===== config.mk =====
export PLATFORM = sky130hd
export DESIGN_NAME = axis_wb_result_buf
export DESIGN_NICKNAME = d
export VERILOG_FILES = /design/src/rtl/result_buf_pkg.sv /design/src/rtl/sync_fifo.sv /design/src/rtl/axis_wb_result_buf.sv
export SDC_FILE = /design/constraint.sdc
export NUM_CORES = 1
export LEC_CHECK = 0
export BUFFER_PORTS_ARGS = -buffer_cell sky130_fd_sc_hd__buf_2
export CORE_ASPECT_RATIO = 0.6
export CORE_MARGIN = 2
export CORE_UTILIZATION = 40
export CTS_BUF_LIST = sky130_fd_sc_hd__clkbuf_4
export CTS_CLUSTER_DIAMETER = 30
export DETAILED_ROUTE_END_ITERATION = 8
export GPL_ROUTABILITY_DRIVEN = 0
export PLACE_DENSITY = 0.64
export SLEW_MARGIN = 15
export SYNTH_ARGS = -nofsm -noshare
export SYNTH_HDL_FRONTEND = slang
export SYNTH_HIERARCHICAL = 1
export SYNTH_SLANG_ARGS = --single-unit
export TNS_END_PERCENT = 50

===== constraint.sdc =====
create_clock -name clk -period 10.2 [get_ports clk]
set_clock_uncertainty 0.05 [all_clocks]
set_input_delay 1.53 -clock clk [delete_from_list [all_inputs] [get_ports clk]]
set_output_delay 1.53 -clock clk [all_outputs]
set_load 0.01 [all_outputs]

===== src/rtl/result_buf_pkg.sv =====
// Shared register map and bit positions for the AXI-Stream to Wishbone result buffer.
package result_buf_pkg;

    localparam logic [7:0] OFS_STATUS = 8'h00;
    localparam logic [7:0] OFS_DATA   = 8'h04;
    localparam logic [7:0] OFS_CTRL   = 8'h08;

    localparam int ST_COUNT_W   = 7;
    localparam int ST_EMPTY     = 8;
    localparam int ST_FULL      = 9;
    localparam int ST_DONE      = 10;
    localparam int ST_UNDERFLOW = 11;
    localparam int ST_LAST_HEAD = 12;

    localparam int CTRL_FLUSH  = 0;
    localparam int CTRL_CLR_UF = 1;

    typedef enum logic [1:0] {
        REG_STATUS,
        REG_DATA,
        REG_CTRL,
        REG_NONE
    } reg_sel_e;

    typedef enum logic {
        BUS_IDLE,
        BUS_ACK
    } bus_state_e;

    function automatic reg_sel_e decode_reg(input logic [5:0] word_idx);
        if (word_idx == OFS_STATUS[7:2])    return REG_STATUS;
        else if (word_idx == OFS_DATA[7:2]) return REG_DATA;
        else if (word_idx == OFS_CTRL[7:2]) return REG_CTRL;
        else                                return REG_NONE;
    endfunction

endpackage


===== src/rtl/sync_fifo.sv =====
// Circular FIFO with head-of-queue read and synchronous flush; storage is not reset.
module sync_fifo #(
    parameter int WIDTH = 33,
    parameter int DEPTH = 16
) (
    input  logic                     clk,
    input  logic                     rst,
    input  logic                     flush,
    input  logic                     push,
    input  logic                     pop,
    input  logic [WIDTH-1:0]         wdata,
    output logic [WIDTH-1:0]         rdata,
    output logic [$clog2(DEPTH):0]   count,
    output logic                     full,
    output logic                     empty
);

    localparam int PTR_W = $clog2(DEPTH);
    localparam int CNT_W = PTR_W + 1;

    logic [WIDTH-1:0] mem [DEPTH];

    logic [PTR_W-1:0] wr_ptr_q, wr_ptr_d;
    logic [PTR_W-1:0] rd_ptr_q, rd_ptr_d;
    logic [CNT_W-1:0] count_q, count_d;
    logic             do_push, do_pop;

    function automatic logic [PTR_W-1:0] ptr_next(input logic [PTR_W-1:0] p);
        return (p == PTR_W'(DEPTH - 1)) ? '0 : p + 1'b1;
    endfunction

    assign full  = (count_q == CNT_W'(DEPTH));
    assign empty = (count_q == '0);
    assign count = count_q;
    assign rdata = mem[rd_ptr_q];

    always_comb begin
        do_push  = push && !full && !flush;
        do_pop   = pop && !empty && !flush;
        wr_ptr_d = wr_ptr_q;
        rd_ptr_d = rd_ptr_q;
        count_d  = count_q;
        if (flush) begin
            wr_ptr_d = '0;
            rd_ptr_d = '0;
            count_d  = '0;
        end else begin
            if (do_push) wr_ptr_d = ptr_next(wr_ptr_q);
            if (do_pop)  rd_ptr_d = ptr_next(rd_ptr_q);
            count_d = count_q + CNT_W'(do_push) - CNT_W'(do_pop);
        end
    end

    always_ff @(posedge clk) begin
        if (rst) begin
            wr_ptr_q <= '0;
            rd_ptr_q <= '0;
            count_q  <= '0;
        end else begin
            wr_ptr_q <= wr_ptr_d;
            rd_ptr_q <= rd_ptr_d;
            count_q  <= count_d;
        end
    end

    always_ff @(posedge clk) begin
        if (do_push) mem[wr_ptr_q] <= wdata;
    end

endmodule


===== src/rtl/axis_wb_result_buf.sv =====
// Buffers engine result beats from AXI-Stream and exposes them to a Wishbone master
// through STATUS / DATA (popping) / CTRL registers.
module axis_wb_result_buf
    import result_buf_pkg::*;
#(
    parameter int pDATA_WIDTH = 32,
    parameter int DEPTH       = 16
) (
    input  logic                   clk,
    input  logic                   rst,
    input  logic                   s_tvalid,
    output logic                   s_tready,
    input  logic                   s_tlast,
    input  logic [pDATA_WIDTH-1:0] s_tdata,
    input  logic                   wbs_cyc_i,
    input  logic                   wbs_stb_i,
    input  logic                   wbs_we_i,
    input  logic [3:0]             wbs_sel_i,
    input  logic [31:0]            wbs_adr_i,
    input  logic [31:0]            wbs_dat_i,
    output logic                   wbs_ack_o,
    output logic [31:0]            wbs_dat_o
);

    localparam int CNT_W = $clog2(DEPTH) + 1;

    bus_state_e state_q;
    logic       ack_q;
    logic [31:0] dat_q;
    logic       done_q, done_d;
    logic       underflow_q, underflow_d;

    logic                   req;
    reg_sel_e               sel;
    logic                   pop, push, flush_now, clr_uf, uf_set;
    logic [pDATA_WIDTH:0]   head;
    logic [CNT_W-1:0]       fifo_count;
    logic                   fifo_full, fifo_empty;
    logic [31:0]            status_word;
    logic [31:0]            rd_mux;
    logic                   unused_bits;

    assign unused_bits = ^{wbs_sel_i, wbs_adr_i[31:8], wbs_adr_i[1:0], wbs_dat_i[31:2]};

    // Side effects happen only in the IDLE sampling cycle, so each request acts once.
    always_comb begin
        req       = (state_q == BUS_IDLE) && wbs_cyc_i && wbs_stb_i;
        sel       = decode_reg(wbs_adr_i[7:2]);
        pop       = req && !wbs_we_i && (sel == REG_DATA) && !fifo_empty;
        uf_set    = req && !wbs_we_i && (sel == REG_DATA) && fifo_empty;
        flush_now = req && wbs_we_i && (sel == REG_CTRL) && wbs_dat_i[CTRL_FLUSH];
        clr_uf    = req && wbs_we_i && (sel == REG_CTRL)
                    && (wbs_dat_i[CTRL_FLUSH] || wbs_dat_i[CTRL_CLR_UF]);
        s_tready  = !fifo_full && !flush_now;
        push      = s_tvalid && s_tready;
    end

    sync_fifo #(
        .WIDTH (pDATA_WIDTH + 1),
        .DEPTH (DEPTH)
    ) u_fifo (
        .clk   (clk),
        .rst   (rst),
        .flush (flush_now),
        .push  (push),
        .pop   (pop),
        .wdata ({s_tlast, s_tdata}),
        .rdata (head),
        .count (fifo_count),
        .full  (fifo_full),
        .empty (fifo_empty)
    );

    always_comb begin
        status_word                   = '0;
        status_word[ST_COUNT_W-1:0]   = ST_COUNT_W'(fifo_count);
        status_word[ST_EMPTY]         = fifo_empty;
        status_word[ST_FULL]          = fifo_full;
        status_word[ST_DONE]          = done_q;
        status_word[ST_UNDERFLOW]     = underflow_q;
        // Head entry is stale storage when empty, so gate its tlast.
        status_word[ST_LAST_HEAD]     = !fifo_empty && head[pDATA_WIDTH];

        rd_mux = '0;
        if (!wbs_we_i) begin
            case (sel)
                REG_STATUS: rd_mux = status_word;
                REG_DATA:   rd_mux = fifo_empty ? '0 : 32'(head[pDATA_WIDTH-1:0]);
                default:    rd_mux = '0;
            endcase
        end

        done_d = done_q;
        if (flush_now)               done_d = 1'b0;
        else if (push && s_tlast)    done_d = 1'b1;

        underflow_d = underflow_q;
        if (clr_uf)      underflow_d = 1'b0;
        else if (uf_set) underflow_d = 1'b1;
    end

    always_ff @(posedge clk) begin
        if (rst) begin
            done_q      <= 1'b0;
            underflow_q <= 1'b0;
        end else begin
            done_q      <= done_d;
            underflow_q <= underflow_d;
        end
    end

    always_ff @(posedge clk) begin
        if (rst) begin
            state_q <= BUS_IDLE;
            ack_q   <= 1'b0;
            dat_q   <= '0;
        end else begin
            case (state_q)
                BUS_IDLE: begin
                    if (req) begin
                        state_q <= BUS_ACK;
                        ack_q   <= 1'b1;
                        dat_q   <= rd_mux;
                    end
                end
                default: begin
                    state_q <= BUS_IDLE;
                    ack_q   <= 1'b0;
                end
            endcase
        end
    end

    assign wbs_ack_o = ack_q;
    assign wbs_dat_o = dat_q;

endmodule


== Yosys cells after proc, flatten, opt, wreduce, memory -nomap -nowiden ==
Memories as Yosys holds them, arrays and structs flattened. A register that Yosys moved wholly into a read port is not among the register bits.
Index checks and enable logic that the tools add are counted.

* Add/subtract/negate cells: 4
* Eq/ne operators: 7
* Multiplexer cells: 13
* Bitwise operators: 1
* Reductions and logical operators: 30

{| class="wikitable"
|+ Operators with widths
! cell !! number
|-
| $mux W32 || 2
|-
| $pmux W32 S2 || 1
|-
| $logic_and A1 B1 Y1 || 18
|-
| $mux W4 || 4
|-
| $add A4 B1 Y4 const B || 2
|-
| $eq A4 B4 Y1 const B || 2
|-
| $eq A6 B1 Y1 const B || 1
|-
| $eq A6 B2 Y1 const B || 1
|-
| $logic_not A6 Y1 || 1
|-
| $reduce_or A2 Y1 || 3
|-
| $add A5 B1 Y5 || 1
|-
| $eq A5 B5 Y1 const B || 1
|-
| $logic_not A5 Y1 || 1
|-
| $sub A5 B1 Y5 || 1
|-
| $logic_not A1 Y1 || 4
|-
| $mux W1 || 4
|-
| $mux W2 || 2
|-
| $eq A2 B1 Y1 const B || 1
|-
| $eq A2 B2 Y1 const B || 1
|-
| $logic_not A2 Y1 || 1
|-
| $reduce_and A2 Y1 || 1
|-
| $logic_or A1 B1 Y1 || 1
|-
| $not A1 Y1 || 1
|}

* Flip-flop bits (word level): 49
* RAM bits: 528
* Word-level logic and storage cells: 64
* Memories: 1

{| class="wikitable"
|+ Memory list
! name !! words !! bits a word !! rd ports !! clocked after memory_dff !! wr ports !! RTL line !! source
|-
| u_fifo.mem || 16 || 33 || 1 || 1 || 1 || sync_fifo.sv:21 || <nowiki>logic [WIDTH-1:0] mem [DEPTH];</nowiki>
|}

== Depth between registers and ports, before layout ==
Gate-level depths: netlist of run 1.

* Depth in word-level cells: 14
* Gate-level depth with buffers: 14

== Modules after synthesis ==
The synthesis of run 1 kept the hierarchy.

{| class="wikitable"
|+ By module, submodules not included
! module !! instances !! cells an instance !! area each (um^2)
|-
| sync_fifo || 1 || 918 || 20811.2
|-
| axis_wb_result_buf || 1 || 120 || 1373.8
|}

== Least setup slack after synthesis of run 1 ==
No wires, ideal clock.

* Path type: input-to-reg
* From: in wbs_adr_i[2]
* To: mem u_fifo.mem[0][0], enable pin
* Library setup time: 0.464 ns
* Data arrival time: 5.085 ns
* Required time: 9.686 ns
* Slack: 4.601 ns
* Stages on the path: 7
* Buffers on the path: 1
* Cell sequence: clkbuf_1 > nand4b_1 > nor3_1 > nor3b_1 > nor3b_1 > nand2_1 > nor3_1

* Longest elaborated chain between the ends: 14

{| class="wikitable"
|+ Ends and longest elaborated chain
! what !! RTL line !! source
|-
| start: declaration || axis_wb_result_buf.sv:19 || <nowiki>input logic [31:0] wbs_adr_i,</nowiki>
|-
| $eq A6 B2 Y1 || result_buf_pkg.sv:33 || <nowiki>else if (word_idx == OFS_CTRL[7:2]) return REG_CTRL;</nowiki>
|-
| $mux W1 || result_buf_pkg.sv:33 ||
|-
| $mux W2 || result_buf_pkg.sv:32 || <nowiki>else if (word_idx == OFS_DATA[7:2]) return REG_DATA;</nowiki>
|-
| $mux W2 * || result_buf_pkg.sv:31 || <nowiki>if (word_idx == OFS_STATUS[7:2]) return REG_STATUS;</nowiki>
|-
| $eq A2 B2 Y1 * || axis_wb_result_buf.sv:51 || <nowiki>flush_now = req && wbs_we_i && (sel == REG_CTRL) && wbs_dat_i[CTRL_FLUSH];</nowiki>
|-
| $logic_and A1 B1 Y1 * (2 in series) || axis_wb_result_buf.sv:51 ||
|-
| net flush_now || axis_wb_result_buf.sv:35 || <nowiki>logic pop, push, flush_now, clr_uf, uf_set;</nowiki>
|-
| $logic_not A1 Y1 * || axis_wb_result_buf.sv:54 || <nowiki>s_tready = !fifo_full && !flush_now;</nowiki>
|-
| $logic_and A1 B1 Y1 * || axis_wb_result_buf.sv:54 ||
|-
| $logic_and A1 B1 Y1 * || axis_wb_result_buf.sv:55 || <nowiki>push = s_tvalid && s_tready;</nowiki>
|-
| net push || axis_wb_result_buf.sv:35 ||
|-
| $logic_and A1 B1 Y1 * (2 in series) || sync_fifo.sv:38 || <nowiki>do_push = push && !full && !flush;</nowiki>
|-
| $mux W1 * || sync_fifo.sv:67 || <nowiki>if (do_push) mem[wr_ptr_q] <= wdata;</nowiki>
|-
| $mux W1 (not written as such) * || sync_fifo.sv:67 ||
|-
| end: declaration || sync_fifo.sv:21 ||
|}

The timed path passes the listed nets; every way through them passes the cells marked *.

== Worst setup path after layout of run 1 ==
* From: in wbs_adr_i[5]
* To: out s_tready

* Longest elaborated chain between the ends: 9

{| class="wikitable"
|+ Ends and longest elaborated chain
! what !! RTL line !! source
|-
| $eq A6 B2 Y1 || result_buf_pkg.sv:33 ||
|-
| $mux W1 || result_buf_pkg.sv:33 ||
|-
| $mux W2 || result_buf_pkg.sv:32 ||
|-
| $mux W2 * || result_buf_pkg.sv:31 ||
|-
| $eq A2 B2 Y1 * || axis_wb_result_buf.sv:51 ||
|-
| $logic_and A1 B1 Y1 * (2 in series) || axis_wb_result_buf.sv:51 ||
|-
| net flush_now || axis_wb_result_buf.sv:35 ||
|-
| $logic_not A1 Y1 * || axis_wb_result_buf.sv:54 ||
|-
| $logic_and A1 B1 Y1 * || axis_wb_result_buf.sv:54 ||
|-
| end: declaration || axis_wb_result_buf.sv:12 || <nowiki>output logic s_tready,</nowiki>
|}

Marks and branches as above.

==> qor.txt, run 1 <==
total clock buffers created by CTS -> 137
final design area excluding fillers -> 25230 µm²
post-synthesis async set-or-reset flop share -> 0%
drt via density -> 5.388
number of distinct library cells after synthesis -> 49
crit path to -> s_tready
status -> complete, no violations
slew margin rel. -> 22.75%
cell-by-cell listing of the critical path -> buf_2 > or4_1 > nor3_1 > buf_4 > nor2_1 > buf_2
prevailing post-synth register cell -> sky130_fd_sc_hd__edfxtp_1
Iter 0 DRT Violations -> 953
quantity of I/O buffers inserted on ports -> 80
CTS root buffer -> sky130_fd_sc_hd__clkbuf_4
overflow left after global routing -> 0
period utilisation layout -> 44.47%
number of inserted filler cells in the final layout -> 4564
Mapped Nets -> 1157
EDFF count, synth -> 528
maximum buffer depth of the clock tree -> 3
number of max-cap violations -> 0
endpoint kind of the worst setup timing path -> output pin
worst reg-to-reg path cell count -> 8
total power after layout -> 4952 µW
wire length of the first global-routing pass -> 72060 µm
storage element area -> 16920 µm²
WP data required -> 8.62 ns
fraction of final layout cells with drive strength greater than 1 -> 37.31%
Hold Path Class -> flip-flop to flip-flop
number of buffers inserted by post-CTS setup repair -> 0
pin count of the biggest net entering global routing -> 71
final net count -> 1346
number of cells upsized or downsized after cts -> 0
die width -> 308.0 µm
source of the worst hold timing path -> state_q
count of non-filler cells in the finished layout -> 2043
RR Endpoint -> u_fifo/mem[2][16]
Synth warnings -> 6
Crit path largest cell delay -> 0.64 ns
total wirelength of the detailed-routed design -> 48660 µm
launch point of the worst path -> wbs_adr_i[5]
number of synthesized register bits -> 581
setup violators final -> 0
cell count along the critical path -> 6
Area growth syn-to-layout -> 13.74%
worst hold slack after final layout -> 0.3795 ns
dpl hpwl -> 25030 µm
Bufs and invs on worst path -> 3
arrival time reported for the critical path endpoint -> 2.96 ns
CTS hold repair buffers -> 0
cell count of the worst hold path -> 1
Initial DRT Pass Iterations -> 5
peak fanout along the critical path -> 8
static leakage -> 0.008182 µW
residual antenna-violating net count after detailed routing -> 0
area used by multi-input combinational logic -> 5001 µm²
FP Rows -> 66
number of antenna violations at the first check in global routing -> 6
die height -> 186.4 µm
Tmin final -> 4.536 ns
fin. max-slew vios -> 0
final total negative setup slack -> 0 ns
vias -> 11010
Syn Area/Cell -> 21.37 µm²
standard cell with the maximum stage delay on the critical path -> sky130_fd_sc_hd__or4_1
cell mode on critical path -> sky130_fd_sc_hd__buf_2
number of global-route vias before repair -> 11300
Worst Tran Pin Value -> 1.156 ns
RSZ-0062 raised after global routing -> no
area of the die -> 57420 µm²
gr usage total -> 17.18%
WL per Instance -> 23.82 µm
area after detailed placement -> 23450 µm²
crit start category -> input port
final hold violation count -> 0
Initial Utilization -> 40.70%
highest clock rate -> 220.4 MHz
Worst path top cell family by delay -> simple AND/OR/NAND/NOR gates
r2r startpoint -> u_fifo/count[2]
WS Path Type -> input port to output pin
count of mapped cells out of synthesis -> 1038
H-tree Lvls -> 4
Core Footprint -> 54500 µm²
clock insertion delay at the later pin of the skew report -> 0.84 ns
Power Density -> 196.2 nW/µm²
Top-Level Pins -> 141
TritonCTS clock tree -> built
number of placed cells counting well taps -> 1802
post-synthesis sequential area ratio -> 76.25%
setup slack of the most critical reg-to-reg path -> 6.27 ns
VDD IR-drop max -> 0.1021 mV
number of clock sinks seen by CTS -> 581
post-synthesis cell area -> 22190 µm²
clock transition at the registers of the reported paths -> 0.07 ns
residual DRC count -> 0
==> final cells by class <==
cell class	count	area share [%]
flip-flops and latches	581	67.07
clock buffers	207	6.158
diodes	5	0.04958
clock inverters	29	0.8727
inverters	9	0.1339
multi-input cells	392	19.82
repair buffers	106	2.360
well taps	714	3.540
==> state kept, by name, indices dropped and copies added (netlist names), named ones only <==
register,cells
underflow_q,1
done_q,1
u_fifo/wr_ptr_q,4
wbs_dat_o,32
u_fifo/mem,528
wbs_ack_o,1
u_fifo/rd_ptr_q,4
u_fifo/count,5
state_q,1
==> worst min-delay path by stage <==
stage                      to  slack [ns]
floorplan           wbs_ack_o        0.36
global placement    wbs_ack_o        0.36
detailed placement  wbs_ack_o        0.37
CTS                 wbs_ack_o        0.38
global route        wbs_ack_o        0.41
finish              wbs_ack_o        0.38
==> layer usage <==
layer  global-route usage, %  share of wire (%)
met2                   24.73                 45
met3                   5.270                7.3
met5                       0              0.016
met1                   25.30                 46
met4                   4.841                1.5
==> metrics by stage <==
| step | utilization, % | setup slack (ns) |
|---|---|---|
| 2_1_floorplan | - | 4.601 |
| 3_3_place_gp | 43.02 | 5.150 |
| 3_5_place_dp | 43.02 | 5.069 |
| 4_1_cts | 46.28 | 5.667 |
| 5_1_grt | 46.29 | 5.607 |
| 6_report | 46.30 | 5.664 |
==> synthesized netlist by cell type (11+ instances only) <==
| library cell | n | area share, % |
|---|---|---|
| sky130_fd_sc_hd__a22o_2 | 20 | 0.90 |
| sky130_fd_sc_hd__a22oi_1 | 66 | 2.2 |
| sky130_fd_sc_hd__buf_2 | 12 | 0.27 |
| sky130_fd_sc_hd__clkbuf_1 | 28 | 0.47 |
| sky130_fd_sc_hd__dfxtp_1 | 53 | 4.8 |
| sky130_fd_sc_hd__edfxtp_1 | 528 | 71 |
| sky130_fd_sc_hd__ha_1 | 11 | 0.62 |
| sky130_fd_sc_hd__mux4_1 | 19 | 2.3 |
| sky130_fd_sc_hd__mux4_2 | 113 | 11 |
| sky130_fd_sc_hd__nand2_1 | 42 | 0.71 |
| sky130_fd_sc_hd__nor2_1 | 27 | 0.46 |
==> kinds of logic after synthesis <==
family,count (synthesis),synth area share (%)
compound gates,117,4.202
xor+xnor,4,0.1579
fa+ha+maj,12,0.7106
buf+inv,65,1.844
flops,581,76.25
mux,137,13.95
simple gates,122,2.888
==> layout by cell type (no fill, tap or decap), types with 16 or more instances in the layout <==
| cell | n |
|---|---|
| sky130_fd_sc_hd__mux4_1 | 19 |
| sky130_fd_sc_hd__buf_4 | 26 |
| sky130_fd_sc_hd__clkinv_1 | 16 |
| sky130_fd_sc_hd__a22o_2 | 20 |
| sky130_fd_sc_hd__a22oi_1 | 66 |
| sky130_fd_sc_hd__edfxtp_1 | 528 |
| sky130_fd_sc_hd__mux4_2 | 113 |
| sky130_fd_sc_hd__nand2_1 | 42 |
| sky130_fd_sc_hd__buf_2 | 80 |
| sky130_fd_sc_hd__clkbuf_4 | 207 |
| sky130_fd_sc_hd__dfxtp_1 | 51 |
==> report_power, final <==
| group | switching [µW] | internal [µW] |
|---|---|---|
| logic | 213 | 122 |
| clock network | 883 | 1020 |
| registers | 25.4 | 2680 |
| total | 1120 | 3830 |
Power figures use the tool's default switching activity.
==> run 2, diff against run 1 <==
- PLACE_DENSITY: 0.64 -> 0.67
- clock period: 10.2 -> 4.1 ns (I/O delays scaled with it)
==> run 2 against run 1 <==
Non-clock buffer count rose by 28. Wire length up 4.1%. Worst hold slack got worse by 0.29 ns. Worst setup slack got worse by 5.2 ns. Critical path type is now flip-flop to flip-flop. Critical endpoint is now u_fifo/mem[14][11].
==> qor.txt, run 2 (same netlist as run 1, synthesis figures left out) <==
wire length of the first global-routing pass -> 74950 µm (was 72060 µm)
peak fanout along the critical path -> 21 (was 8)
Initial DRT Pass Iterations -> 5 (unchanged)
number of max-cap violations -> 0 (unchanged)
period utilisation layout -> 89.68%
Area growth syn-to-layout -> 15.41% (was 13.74%)
H-tree Lvls -> 4 (unchanged)
residual DRC count -> 0 (unchanged)
final core utilization -> 46.98% (was 46.30%)
fraction of final layout cells with drive strength greater than 1 -> 37.90% (was 37.31%)
fin. max-slew vios -> 0 (unchanged)
Bufs and invs on worst path -> 3 (unchanged)
number of buffers inserted by post-CTS setup repair -> 0 (unchanged)
Worst path top cell family by delay -> simple AND/OR/NAND/NOR gates (unchanged)
TritonCTS clock tree -> built (unchanged)
Worst Tran Pin Value -> 1.172 ns (was 1.156 ns)
clock transition at the registers of the reported paths -> 0.07 ns (about the same)
number of global-route vias before repair -> 11600 (was 11300)
CTS hold repair buffers -> 8 (was 0)
Hold Path Class -> input port to flip-flop (was flip-flop to flip-flop)
register containing the most flip-flops in the final layout -> u_fifo/mem (unchanged)
endpoint kind of the worst setup timing path -> flip-flop (was output pin)
maximum buffer depth of the clock tree -> 3 (unchanged)
clock insertion delay at the later pin of the skew report -> 0.84 ns (about the same)
cell-by-cell listing of the critical path -> inv_1 > ha_1 > and4bb_2 > nor3b_1 > nor3b_1 > buf_4 > nand2_1 > nor2_4 > buf_4 (was buf_2 > or4_1 > nor3_1 > buf_4 > nor2_1 > buf_2)
leading cell type in the layout, fill and taps excluded -> sky130_fd_sc_hd__edfxtp_1 (unchanged)
static leakage -> 0.008325 µW (was 0.008182 µW)
setup violators final -> 0 (unchanged)
arrival time reported for the critical path endpoint -> 4.11 ns (was 2.96 ns)
WL per Instance -> 24.51 µm (was 23.82 µm)
count of non-filler cells in the finished layout -> 2067 (was 2043)
residual antenna-violating net count after detailed routing -> 0 (unchanged)
crit start category -> flip-flop (was input port)
slew margin rel. -> 21.70% (was 22.75%)
total power after layout -> 12420 µW (was 4952 µW)
vias -> 11350 (was 11010)
gr usage total -> 17.90% (was 17.18%)
status -> complete, no violations (unchanged)
Core Footprint -> 54500 µm² (unchanged)
Top-Level Pins -> 141 (unchanged)
Iter 0 DRT Violations -> 938 (was 953)
Crit path largest cell delay -> 0.81 ns (was 0.64 ns)
standard cell with the maximum stage delay on the critical path -> sky130_fd_sc_hd__nor2_4 (was sky130_fd_sc_hd__or4_1)
WS Path Type -> flip-flop to flip-flop (was input port to output pin)
number of antenna violations at the first check in global routing -> 5 (was 6)
final net count -> 1372 (was 1346)
Power Density -> 485.1 nW/µm² (was 196.2 nW/µm²)
area of the die -> 57420 µm² (unchanged)
FP Rows -> 66 (unchanged)
Tmin final -> 3.677 ns
RSZ-0062 raised after global routing -> no (unchanged)
Initial Utilization -> 40.70% (unchanged)
overflow left after global routing -> 0 (unchanged)
worst setup slack after placement -> 0.2176 ns (was 5.069 ns)
total wirelength of the detailed-routed design -> 50660 µm (was 48660 µm)
CTS root buffer -> sky130_fd_sc_hd__clkbuf_4 (unchanged)
number of flip-flops under the largest register name -> 528 (unchanged)
pin count of the biggest net entering global routing -> 40 (was 71)
quantity of I/O buffers inserted on ports -> 80 (unchanged)
post-route worst setup slack -> 0.4231 ns (was 5.664 ns)
die height -> 186.4 µm (unchanged)
WP data required -> 4.54 ns (was 8.62 ns)
drt via density -> 5.490 (was 5.388)
total clock buffers created by CTS -> 135 (was 137)
VDD IR-drop max -> 0.2691 mV (was 0.1021 mV)
number of cells upsized or downsized after cts -> 0 (unchanged)
number of placed cells counting well taps -> 1821 (was 1802)
dpl hpwl -> 27500 µm (was 25030 µm)
die width -> 308.0 µm (unchanged)
leading cell types in the layout, fill and taps excluded -> sky130_fd_sc_hd__edfxtp_1, sky130_fd_sc_hd__clkbuf_4, sky130_fd_sc_hd__mux4_2, sky130_fd_sc_hd__buf_2, sky130_fd_sc_hd__a22oi_1 (unchanged)
number of clock sinks seen by CTS -> 581 (unchanged)
highest clock rate -> 272.0 MHz
final hold violation count -> 0 (unchanged)
-- run 2: cell count changes in the layout (fill, tap and decap cells not counted), moves of 2 or more --
cell and change:
sky130_fd_sc_hd__dlygate4sd3_1 +8, sky130_fd_sc_hd__nor3_2 -2, sky130_fd_sc_hd__diode_2 -3, sky130_fd_sc_hd__clkinvlp_4 +4, sky130_fd_sc_hd__buf_4 +11, sky130_fd_sc_hd__clkbuf_4 -7
sky130_fd_sc_hd__buf_12 +8, sky130_fd_sc_hd__inv_2 -2, sky130_fd_sc_hd__clkinv_2 +2, sky130_fd_sc_hd__nor3_4 +2
-- run 2: final timing paths --
check / from / endpoint / slack [ns] / depth (start not counted)
worst min register to register: state_q / wbs_ack_o / 0.38 / 1
worst min-delay path: s_tdata[4] / u_fifo/mem[13][4] / 0.09 / 1
worst max-delay path: u_fifo/count[2] / u_fifo/mem[14][11] / 0.42 / 9
worst max register to register: u_fifo/count[2] / u_fifo/mem[14][11] / 0.42 / 9
-- run 2: cell type report --
class / instances / area, µm²
Timing Repair Buffer: 134 / 945.9
Clock inverter: 35 / 286.5
Fill cell: 4568 / 28900
Inverter: 9 / 33.78
Clock buffer: 200 / 1501
Sequential cell: 581 / 16920
Antenna cell: 2 / 5.005
Tap cell: 714 / 893.4
Multi-Input combinational cell: 392 / 5014
-- run 2: where the power goes --
group / internal, µW / switching (µW)
Combinational: 340 / 548
Clock: 2550 / 2240
Sequential: 6680 / 66.8
Total: 9570 / 2850
-- run 2: layer usage --
metal	part of all wire [%]	vias up	GRT usage, %
li1	-	4882	-
met1	46	5959	26.00
met2	45	423	26.07
met3	7.8	77	5.054
met4	1.7	6	5.947
met5	0.077	-	0
-- run 2: through the flow --
step | instance area (µm²) | hold WS [ns] | setup TNS, ns
after floorplan | 22200 | 0.3565 | -30.09
after global placement | 23700 | 0.3744 | 0
after detailed placement | 23700 | 0.3805 | 0
after CTS | 25570 | 0.000006606 | 0
after global routing | 25600 | 0.03359 | 0
final | 25600 | 0.09284 | 0
==> run 3, diff against run 2 <==
- CORE_MARGIN: 2 -> default
==> run 3 against run 2 <==
Via count about the same. Clock power increased by 7.1%. Utilization increased by 0.31 points. Worst setup slack improved by 0.055 ns. Die area decreased by 1.7%. Critical path depth unchanged. Worst hold slack got worse by 0.00069 ns. Sequential power about the same. Power increased by 2.5%. Combinational power decreased by 3.8%. Flip-flop and latch count unchanged. Clock-buffer cell count increased by 8. Critical path type unchanged.
==> qor.txt, run 3 (same netlist as run 1, synthesis figures left out) <==
register containing the most flip-flops in the final layout -> u_fifo/mem (unchanged)
residual antenna-violating net count after detailed routing -> 0 (unchanged)
gr usage total -> 17.88% (was 17.90%)
switching share of power -> 22.38% (was 22.97%)
residual DRC count -> 0 (unchanged)
Tmin final -> 3.622 ns (was 3.677 ns)
worst setup slack after placement -> 0.3330 ns (was 0.2176 ns)
vias -> 11340 (was 11350)
RSZ-0062 raised after global routing -> no (unchanged)
cell count along the critical path -> 9 (unchanged)
area of the die -> 56440 µm² (was 57420 µm²)
Sequential Power Share -> 53.0% (was 54.3%)
die height -> 184.4 µm (was 186.4 µm)
final total negative setup slack -> 0 ns (unchanged)
final core utilization -> 47.29% (was 46.98%)
overflow left after global routing -> 0 (unchanged)
endpoint kind of the worst setup timing path -> flip-flop (unchanged)
Hold Path Class -> input port to flip-flop (unchanged)
die width -> 306.0 µm (was 308.0 µm)
P_sw -> 2849 µW (was 2853 µW)
leading cell type in the layout, fill and taps excluded -> sky130_fd_sc_hd__edfxtp_1 (unchanged)
number of cells upsized or downsized after cts -> 0 (unchanged)
CTS root buffer -> sky130_fd_sc_hd__clkbuf_4 (unchanged)
drt via density -> 5.469 (was 5.490)
Initial DRT Pass Iterations -> 5 (unchanged)
dpl hpwl -> 27430 µm (was 27500 µm)
Internal Pwr Total -> 9879 µW (was 9567 µW)
fraction of final layout cells with drive strength greater than 1 -> 38.44% (was 37.90%)
number of antenna violations at the first check in global routing -> 2 (was 5)
period utilisation layout -> 88.33% (was 89.68%)
Bufs and invs on worst path -> 3 (unchanged)
count of non-filler cells in the finished layout -> 2074 (was 2067)
status -> complete, no violations (unchanged)
peak fanout along the critical path -> 26 (was 21)
cell-by-cell listing of the critical path -> inv_1 > ha_1 > and4bb_2 > nor3b_1 > nor3b_1 > buf_4 > nand2_1 > nor3_2 > buf_4 (was inv_1 > ha_1 > and4bb_2 > nor3b_1 > nor3b_1 > buf_4 > nand2_1 > nor2_4 > buf_4)
clock transition at the registers of the reported paths -> 0.07 ns (about the same)
final hold violation count -> 0 (unchanged)
Area growth syn-to-layout -> 16.17% (was 15.41%)
arrival time reported for the critical path endpoint -> 4.01 ns (was 4.11 ns)
Power Density -> 493.9 nW/µm² (was 485.1 nW/µm²)
final net count -> 1373 (was 1372)
Worst Tran Pin Value -> 1.126 ns (was 1.172 ns)
quantity of I/O buffers inserted on ports -> 80 (unchanged)
number of clock sinks seen by CTS -> 581 (unchanged)
pin count of the biggest net entering global routing -> 44 (was 40)
Initial Utilization -> 40.70% (unchanged)
Worst path top cell family by delay -> simple AND/OR/NAND/NOR gates (unchanged)
number of global-route vias before repair -> 11550 (was 11600)
fin. max-slew vios -> 0 (unchanged)
WL per Instance -> 23.95 µm (was 24.51 µm)
static leakage -> 0.008419 µW (was 0.008325 µW)
TritonCTS clock tree -> built (unchanged)
area used by multi-input combinational logic -> 5014 µm² (unchanged)
leading cell types in the layout, fill and taps excluded -> sky130_fd_sc_hd__edfxtp_1, sky130_fd_sc_hd__clkbuf_4, sky130_fd_sc_hd__mux4_2, sky130_fd_sc_hd__buf_2, sky130_fd_sc_hd__a22oi_1 (unchanged)
worst hold slack after final layout -> 0.09215 ns (was 0.09284 ns)
total wirelength of the detailed-routed design -> 49680 µm (was 50660 µm)
number of buffers inserted by post-CTS setup repair -> 0 (unchanged)
WP data required -> 4.49 ns (was 4.54 ns)
storage element area -> 16920 µm² (unchanged)
Core Footprint -> 54500 µm² (unchanged)
cell count of the worst hold path -> 1 (unchanged)
total clock buffers created by CTS -> 133 (was 135)
wire length of the first global-routing pass -> 73170 µm (was 74950 µm)
post-route worst setup slack -> 0.4784 ns (was 0.4231 ns)
number of flip-flops under the largest register name -> 528 (unchanged)
number of placed cells counting well taps -> 1825 (was 1821)
number of inserted filler cells in the final layout -> 4574 (was 4568)
crit start category -> flip-flop (unchanged)
part of the power in combinational logic -> 6.7% (was 7.1%)
Crit path largest cell delay -> 0.65 ns (was 0.81 ns)
FP Rows -> 66 (unchanged)
standard cell with the maximum stage delay on the critical path -> sky130_fd_sc_hd__nor3_2 (was sky130_fd_sc_hd__nor2_4)
worst reg-to-reg path cell count -> 9 (unchanged)
H-tree Lvls -> 4 (unchanged)
highest clock rate -> 276.1 MHz (was 272.0 MHz)
slew margin rel. -> 24.73% (was 21.70%)
VDD IR-drop max -> 0.2419 mV (was 0.2691 mV)
number of max-cap violations -> 0 (unchanged)
Iter 0 DRT Violations -> 958 (was 938)
setup violators final -> 0 (unchanged)
clock insertion delay at the later pin of the skew report -> 0.86 ns (was 0.84 ns)
Top-Level Pins -> 141 (unchanged)
maximum buffer depth of the clock tree -> 3 (unchanged)
share of power burned in the clock network -> 40.3% (was 38.6%)
WS Path Type -> flip-flop to flip-flop (unchanged)
[run 3: cell types whose count changed in the layout (fill, tap and decap cells not counted), sizes merged]
cell / before / now
clkbuf: 200 / 208
clkinv: 21 / 17
inv: 13 / 12
buf: 126 / 129
bufinv: 5 / 9
clkinvlp: 5 / 2
[run 3: worst paths after layout]
path                        end             from  slack, ns
max           u_fifo/mem[1][24]  u_fifo/count[2]       0.48
min reg2reg           wbs_ack_o          state_q       0.39
max reg2reg   u_fifo/mem[1][24]  u_fifo/count[2]       0.48
min          u_fifo/mem[10][26]      s_tdata[26]       0.09
[run 3: cell type report]
type,instances,area share (%)
diodes,2,0.01942
flip-flops and latches,581,65.67
clock buffers,208,6.059
clock inverters,31,1.427
multi-input cells,392,19.45
repair buffers,137,3.777
well taps,714,3.466
inverters,9,0.1311
[run 3: layer usage]
layer  GRT usage [%]  vias up  routed length, µm
li1                -     4888                  -
met1           26.17     5965              23100
met2           25.66      417              21990
met3           5.151       70               3724
met4           5.869        2                841
met5               0        -                 11
[run 3: power groups by stage]
stage | combinational, µW | clock, µW | sequential [µW]
final | 854 | 5130 | 6740
after global routing | 936 | 5570 | 6760
after CTS | 858 | 5270 | 6740
after detailed placement | 848 | 0 | 6870
after global placement | 832 | 0 | 6860
after floorplan | 503 | 0 | 6860
[run 3: repair_timing]
item,CTS,global route
setup endpoints to repair,0,0
endpoints found under the hold margin,19,10
hold buffers,5,3
[run 3: worst register-to-register path, stage by stage (launching register included)]
cell	delay, ns
sky130_fd_sc_hd__dfxtp_1	0.39
sky130_fd_sc_hd__inv_1	0.08
sky130_fd_sc_hd__ha_1	0.21
sky130_fd_sc_hd__and4bb_2	0.28
sky130_fd_sc_hd__nor3b_1	0.32
sky130_fd_sc_hd__nor3b_1	0.36
sky130_fd_sc_hd__buf_4	0.18
sky130_fd_sc_hd__nand2_1	0.08
sky130_fd_sc_hd__nor3_2	0.65
sky130_fd_sc_hd__buf_4	0.59
[run 3: through the flow]
step	total power, µW	cell area (µm²)
3_5_place_dp	7722	23760
3_3_place_gp	7692	23760
6_report	12730	25770
5_1_grt	13260	25770
2_1_floorplan	7363	22200
4_1_cts	12870	25740
